File: src/rtl/fifo_arb_pkg.sv
// Shared types and helpers for the prefetch-FIFO read arbiter.
// Holds the arbiter FSM state encoding and a constant-foldable ceil(log2).
package fifo_arb_pkg;

    typedef enum logic [1:0] {
        StIdle,
        StArb,
        StBurst
    } arb_state_e;

    // ceil(log2(value)); callers guarantee value >= 1.
    function automatic int unsigned clog2(input int unsigned value);
        int unsigned result = 0;
        for (int unsigned rem = value - 1; rem > 0; rem = rem >> 1) begin
            result++;
        end
        return result;
    endfunction

endpackage

File: src/rtl/rr_pick.sv
// Round-robin priority search: first set request strictly after 'last', with wrap.
// Purely combinational.
module rr_pick #(
    parameter int unsigned N  = 4,
    parameter int unsigned IW = 2
) (
    input  logic [N-1:0]  req,
    input  logic [IW-1:0] last,
    output logic          found,
    output logic [IW-1:0] idx
);

    always_comb begin
        logic [IW-1:0] cand;
        cand  = '0;
        found = 1'b0;
        idx   = '0;
        // Walk from the farthest candidate back so the nearest one is written last.
        for (int k = N; k >= 1; k--) begin
            cand = IW'((int'(last) + k) % N);
            if (req[cand]) begin
                found = 1'b1;
                idx   = cand;
            end
        end
    end

endmodule

File: src/rtl/fifo_rd_arbiter.sv
// Bursting round-robin merge of N prefetch-FIFO read ports into one output stream,
// with a single-entry output register and stall-timeout burst abort.
module fifo_rd_arbiter
    import fifo_arb_pkg::*;
#(
    parameter int unsigned N         = 4,
    parameter int unsigned DW        = 24,
    parameter int unsigned BURST_LEN = 16,
    parameter int unsigned STALL_MAX = 8
) (
    input  logic                  rd_clk,
    input  logic                  rd_rst,
    input  logic [N-1:0]          cfg_mask,
    input  logic [N-1:0]          src_vld,
    input  logic [N*DW-1:0]       src_data,
    output logic [N-1:0]          src_rd_en,
    output logic [DW-1:0]         out_data,
    output logic                  out_valid,
    input  logic                  out_ready,
    output logic [clog2(N)-1:0]   out_src,
    output logic                  out_last,
    output logic                  burst_abort
);

    localparam int unsigned IW = clog2(N);
    localparam int unsigned WW = clog2(BURST_LEN) + 1;
    localparam int unsigned SW = clog2(STALL_MAX) + 1;

    arb_state_e    state_q, state_d;
    logic [IW-1:0] grant_q, grant_d;
    logic [IW-1:0] last_q, last_d;
    logic [WW-1:0] wcnt_q, wcnt_d;
    logic [SW-1:0] scnt_q, scnt_d;
    logic [DW-1:0] data_q, data_d;
    logic [IW-1:0] src_q, src_d;
    logic          valid_q, valid_d;
    logic          last_word_q, last_word_d;
    logic          abort_q, abort_d;

    logic [N-1:0]  eligible;
    logic          pick_found;
    logic [IW-1:0] pick_idx;
    logic          held;
    logic          pop;
    logic          final_word;
    logic [DW-1:0] head;

    assign eligible = src_vld & ~cfg_mask;

    rr_pick #(
        .N  (N),
        .IW (IW)
    ) u_rr_pick (
        .req   (eligible),
        .last  (last_q),
        .found (pick_found),
        .idx   (pick_idx)
    );

    always_comb begin
        head = '0;
        for (int i = 0; i < N; i++) begin
            if (grant_q == IW'(i)) begin
                head = src_data[i*DW +: DW];
            end
        end
    end

    always_comb begin
        held       = valid_q & ~out_ready;
        pop        = (state_q == StBurst) & src_vld[grant_q] & ~held;
        final_word = (wcnt_q == WW'(BURST_LEN - 1));
        src_rd_en  = '0;
        if (pop) begin
            src_rd_en[grant_q] = 1'b1;
        end
    end

    // FSM and burst counters; cfg_mask only matters through 'eligible' in Idle/Arb.
    always_comb begin
        state_d = state_q;
        grant_d = grant_q;
        last_d  = last_q;
        wcnt_d  = wcnt_q;
        scnt_d  = scnt_q;
        abort_d = 1'b0;
        unique case (state_q)
            StIdle: begin
                if (|eligible) begin
                    state_d = StArb;
                end
            end
            StArb: begin
                if (pick_found) begin
                    grant_d = pick_idx;
                    wcnt_d  = '0;
                    scnt_d  = '0;
                    state_d = StBurst;
                end else begin
                    state_d = StIdle;
                end
            end
            StBurst: begin
                if (pop) begin
                    wcnt_d = wcnt_q + WW'(1);
                    scnt_d = '0;
                    if (final_word) begin
                        state_d = StIdle;
                        last_d  = grant_q;
                    end
                end else if (!src_vld[grant_q] && !held) begin
                    // Back-pressure is not starvation, so it never advances the timeout.
                    scnt_d = scnt_q + SW'(1);
                    if (scnt_q == SW'(STALL_MAX - 1)) begin
                        abort_d = 1'b1;
                        state_d = StIdle;
                        last_d  = grant_q;
                    end
                end
            end
            default: state_d = StIdle;
        endcase
    end

    always_comb begin
        data_d      = data_q;
        src_d       = src_q;
        valid_d     = valid_q;
        last_word_d = last_word_q;
        if (pop) begin
            data_d      = head;
            src_d       = grant_q;
            valid_d     = 1'b1;
            last_word_d = final_word;
        end else if (out_ready) begin
            valid_d     = 1'b0;
            last_word_d = 1'b0;
        end
    end

    always_ff @(posedge rd_clk or posedge rd_rst) begin
        if (rd_rst) begin
            state_q     <= StIdle;
            grant_q     <= '0;
            last_q      <= IW'(N - 1);
            wcnt_q      <= '0;
            scnt_q      <= '0;
            data_q      <= '0;
            src_q       <= '0;
            valid_q     <= 1'b0;
            last_word_q <= 1'b0;
            abort_q     <= 1'b0;
        end else begin
            state_q     <= state_d;
            grant_q     <= grant_d;
            last_q      <= last_d;
            wcnt_q      <= wcnt_d;
            scnt_q      <= scnt_d;
            data_q      <= data_d;
            src_q       <= src_d;
            valid_q     <= valid_d;
            last_word_q <= last_word_d;
            abort_q     <= abort_d;
        end
    end

    assign out_data    = data_q;
    assign out_src     = src_q;
    assign out_valid   = valid_q;
    assign out_last    = last_word_q;
    assign burst_abort = abort_q;

endmodule
File: config.mk
export PLATFORM = sky130hd
export DESIGN_NAME = fifo_rd_arbiter
export DESIGN_NICKNAME = d
export VERILOG_FILES = /design/src/rtl/fifo_arb_pkg.sv /design/src/rtl/rr_pick.sv /design/src/rtl/fifo_rd_arbiter.sv
export SDC_FILE = /design/constraint.sdc
export NUM_CORES = 1
export LEC_CHECK = 0
export CORE_MARGIN = 1
export CORE_UTILIZATION = 30
export CTS_CLUSTER_DIAMETER = 120
export CTS_CLUSTER_SIZE = 25
export DETAILED_ROUTE_END_ITERATION = 12
export GPL_TIMING_DRIVEN = 0
export REMOVE_ABC_BUFFERS = 1
export SETUP_SLACK_MARGIN = 0.05
export SYNTH_ARGS = -nofsm -noshare
export SYNTH_HDL_FRONTEND = slang
export SYNTH_SLANG_ARGS = --single-unit
File: constraint.sdc
create_clock -name rd_clk -period 2.6 [get_ports rd_clk]
set_input_delay 0.26 -clock rd_clk [delete_from_list [all_inputs] [get_ports rd_clk]]
set_output_delay 0.26 -clock rd_clk [all_outputs]
set_load 0.005 [all_outputs]
==> results.json, run 1 <==
{
  "outcome": "complete, no violations",
  "synth-seq-area-share_pct": 43.0,
  "start_util_pct": 31.1,
  "syn_avg_cell_area_sq_um": 10.1,
  "rsz0062_at_grt": "false",
  "critPathSlowestCell": "clkdlybuf4s50_1",
  "fp.dieW_um": 94.5,
  "syn_inst": 253,
  "hp-class": "in -> async",
  "final_common_cell": "clkdlybuf4s50_1",
  "cts_tree": "yes",
  "wirelength_um": 7650,
  "antenna_found_initial": 0,
  "grt_pass1_wl_um": 12000,
  "postCtsHoldBufs": 0,
  "root_buffer": "clkbuf_8",
  "clock_path_buffers": 2,
  "finalMaxSlewViolations": 0,
  "clock_power_share_pct": 14.4,
  "drt_iter0_drc": 87,
  "start_kind": "flip-flop",
  "slowest_delay_ps": 540,
  "portBuffers": 139,
  "worstPathMaxFanout": 4,
  "insertion_delay_ps": 300,
  "vias_per_cell": 4.80,
  "post_drt_wl_per_cell_um": 15.2,
  "clock.fmax_mhz": 407,
  "grt_max_degree": 27,
  "worstPathRequired_ps": 2340,
  "final_cell_mix": "clkdlybuf4s50_1 (137), nand2_1 (91), dfrtp_1 (40), mux4_2 (25), buf_4 (10)",
  "max_slew_margin_pct": 51.6,
  "drc_errors": 0,
  "ys_ff_latch": 44,
  "core_area_sq_um": 8260,
  "stdcell_area_sq_um": 4300,
  "die-area_sq_um": 8920,
  "grt_pass1_vias": 2406,
  "layout-drive-gt1-share_pct": 14.3,
  "period_needed_ps": 2450,
  "cts_made_buffers": 5,
  "end_kind": "output pin",
  "p_leak_nw": 1.84,
  "htreeDepth": 2,
  "setup_viol": 0,
  "synth_area_sq_um": 2560,
  "die_y_um": 94.5,
  "power.density_nw_per_um2": 847,
  "maxCapViolations": 0,
  "grt-ovfl-total": 0,
  "gp_congestion": 0.736,
  "hold_viol_final": 0,
  "sequentialPowerShare_pct": 31.7,
  "cts.sink_count": 44,
  "ys.flop_type": "dfrtp_1",
  "arrival_ps": 2190,
  "worstMarginPinSlew_ps": 716,
  "p_switching_mw": 1.27,
  "synthToLayoutAreaGrowth_pct": 67.6,
  "critPathTopFamily": "buffers and inverters",
  "dpl.hpwl_um": 5450,
  "rows": 33,
  "fin_crit_sh_pct": 94.4,
  "ios": 140,
  "nNetsFinal": 508,
  "yosys_warnings": 0,
  "synth_cell_types": 36,
  "diodes": 0,
  "path_cells": "buf_12 > mux4_2 > nand3_4 > nor3b_1 > clkdlybuf4s50_1",
  "p_int_mw": 2.37,
  "crit_buf_inv": 2,
  "gr-usage-all-layers_pct": 18.0,
  "vias": 2420,
  "utilization_pct": 52.1,
  "postSynth.asyncResetShare_pct": 100,
  "fillers": 792,
  "comb_power_share_pct": 53.9,
  "postRouteAntennaNets": 0,
  "swShare_pct": 35.0,
  "worstSetupPathType": "reg -> out",
  "drt-pass1-iter-count": 6,
  "path_clk_slew_ps": 80,
  "post_dp_cell_area_sq_um": 4060,
  "synth-edff-count": 0,
  "skew_ps": 5.78,
  "ir_worst_vdd_mv": 0.309
}
==> state kept, by name, summed over array words and instances, names as in the netlist <==
| name | cells |
|---|---|
| out_data | 24 |
| wcnt_q | 5 |
| scnt_q | 4 |
| grant_q | 2 |
| last_q | 2 |
| out_src | 2 |
| state_q | 2 |
| burst_abort | 1 |
| out_last | 1 |
| out_valid | 1 |
==> per-stage QoR <==
stage / hold slack (ps) / std cells / power (mW) / setup WS [ps] / TNS [ps]
2_1_floorplan: 429 / 237 / 2.10 / -347 / -7200
3_3_place_gp: 457 / 481 / 2.93 / -1860 / -47170
3_5_place_dp: 462 / 483 / 2.97 / -1350 / -25650
4_1_cts: 291 / 503 / 3.69 / 82.9 / 0
5_1_grt: 315 / 504 / 3.92 / 52.1 / 0
6_report: 276 / 504 / 3.64 / 145 / 0
==> cell usage after synthesis (4+ instances only) <==
cell      count  share of area [%]
nand2_1      91                 13
dfrtp_1      42                 41
mux4_2       25                 22
nor2_1        9                1.3
clkbuf_1      8                1.2
nand2b_1      8                2.0
o21ai_1       6                1.2
nand3_1       5               0.98
nor3_1        5               0.98
o21ai_0       5               0.98
a21oi_1       4               0.78
and3_1        4               0.98
nor2b_1       4               0.98
or3_1         4               0.98
==> layout make-up <==
type                            instances  area, sq um  share of cell area [%]
Inverter                                3         11.3                   0.262
Tap cell                              105          131                    3.06
Clock buffer                            6         72.6                    1.69
Sequential cell                        44         1110                    25.8
Clock inverter                          2         35.0                   0.815
Multi-Input combinational cell        192         1420                    32.9
Timing Repair Buffer                  152         1520                    35.4
==> cells by family (layout without fill, tap and decap cells) <==
group	Yosys count	count (layout)	synth area share (%)
and+or+nand+nor	133	135	22.4
DFF	44	44	43.0
muxes	29	29	23.7
AOI/OAI and AO/OA	24	24	5.85
buffers and inverters	19	163	3.27
adders and majority gates	3	3	1.46
xor gates and xnor gates	1	1	0.342
==> power groups by stage <==
stage          Clock [mW]  Combinational (mW)  Sequential, mW
3_3_place_gp            0                1.63            1.30
4_1_cts             0.541                1.99            1.16
5_1_grt             0.566                2.16            1.19
2_1_floorplan           0               0.854            1.24
6_report            0.525                1.96            1.15
3_5_place_dp            0                1.73            1.24
==> layer usage <==
layer	share of wire [%]	track usage (%)	vias up
li1	-	-	1181
met1	42	23.2	1152
met2	50	29.3	81
met3	6.6	5.48	6
met4	0.94	4.55	0
met5	0	0	-
==> path summary, 6_finish.rpt <==
path	startpoint	end	slack, ps	cells past startpoint
setup / recovery	grant_q[0]	src_rd_en[1]	150	5
hold / removal	rd_rst	out_data[12]	280	2
setup reg to reg	grant_q[0]	last_q[1]	340	8
hold reg to reg	out_data[19]	out_data[19]	470	2
max in group asynchronous	rd_rst	last_q[1]	1770	3
min in group rd_clk	out_data[19]	out_data[19]	470	2
==> timing repair <==
| item | in CTS | in global routing |
|---|---|---|
| resized for setup | 9 | 1 |
| gates cloned | 2 | 0 |
| endpoints found under the setup margin | 39 | 1 |
| pin swaps | 0 | 0 |
| endpoints found under the hold margin | 0 | 0 |
| setup buffers | 10 | 1 |
(Power assumes the default switching activity.)
==> run 2, diff against run 1 <==
Settings changed: ABC_CLOCK_PERIOD_IN_PS set to 2600.
==> results of run 2 <==
No change in the layout: final DEF, timing and power equal those of run 1.
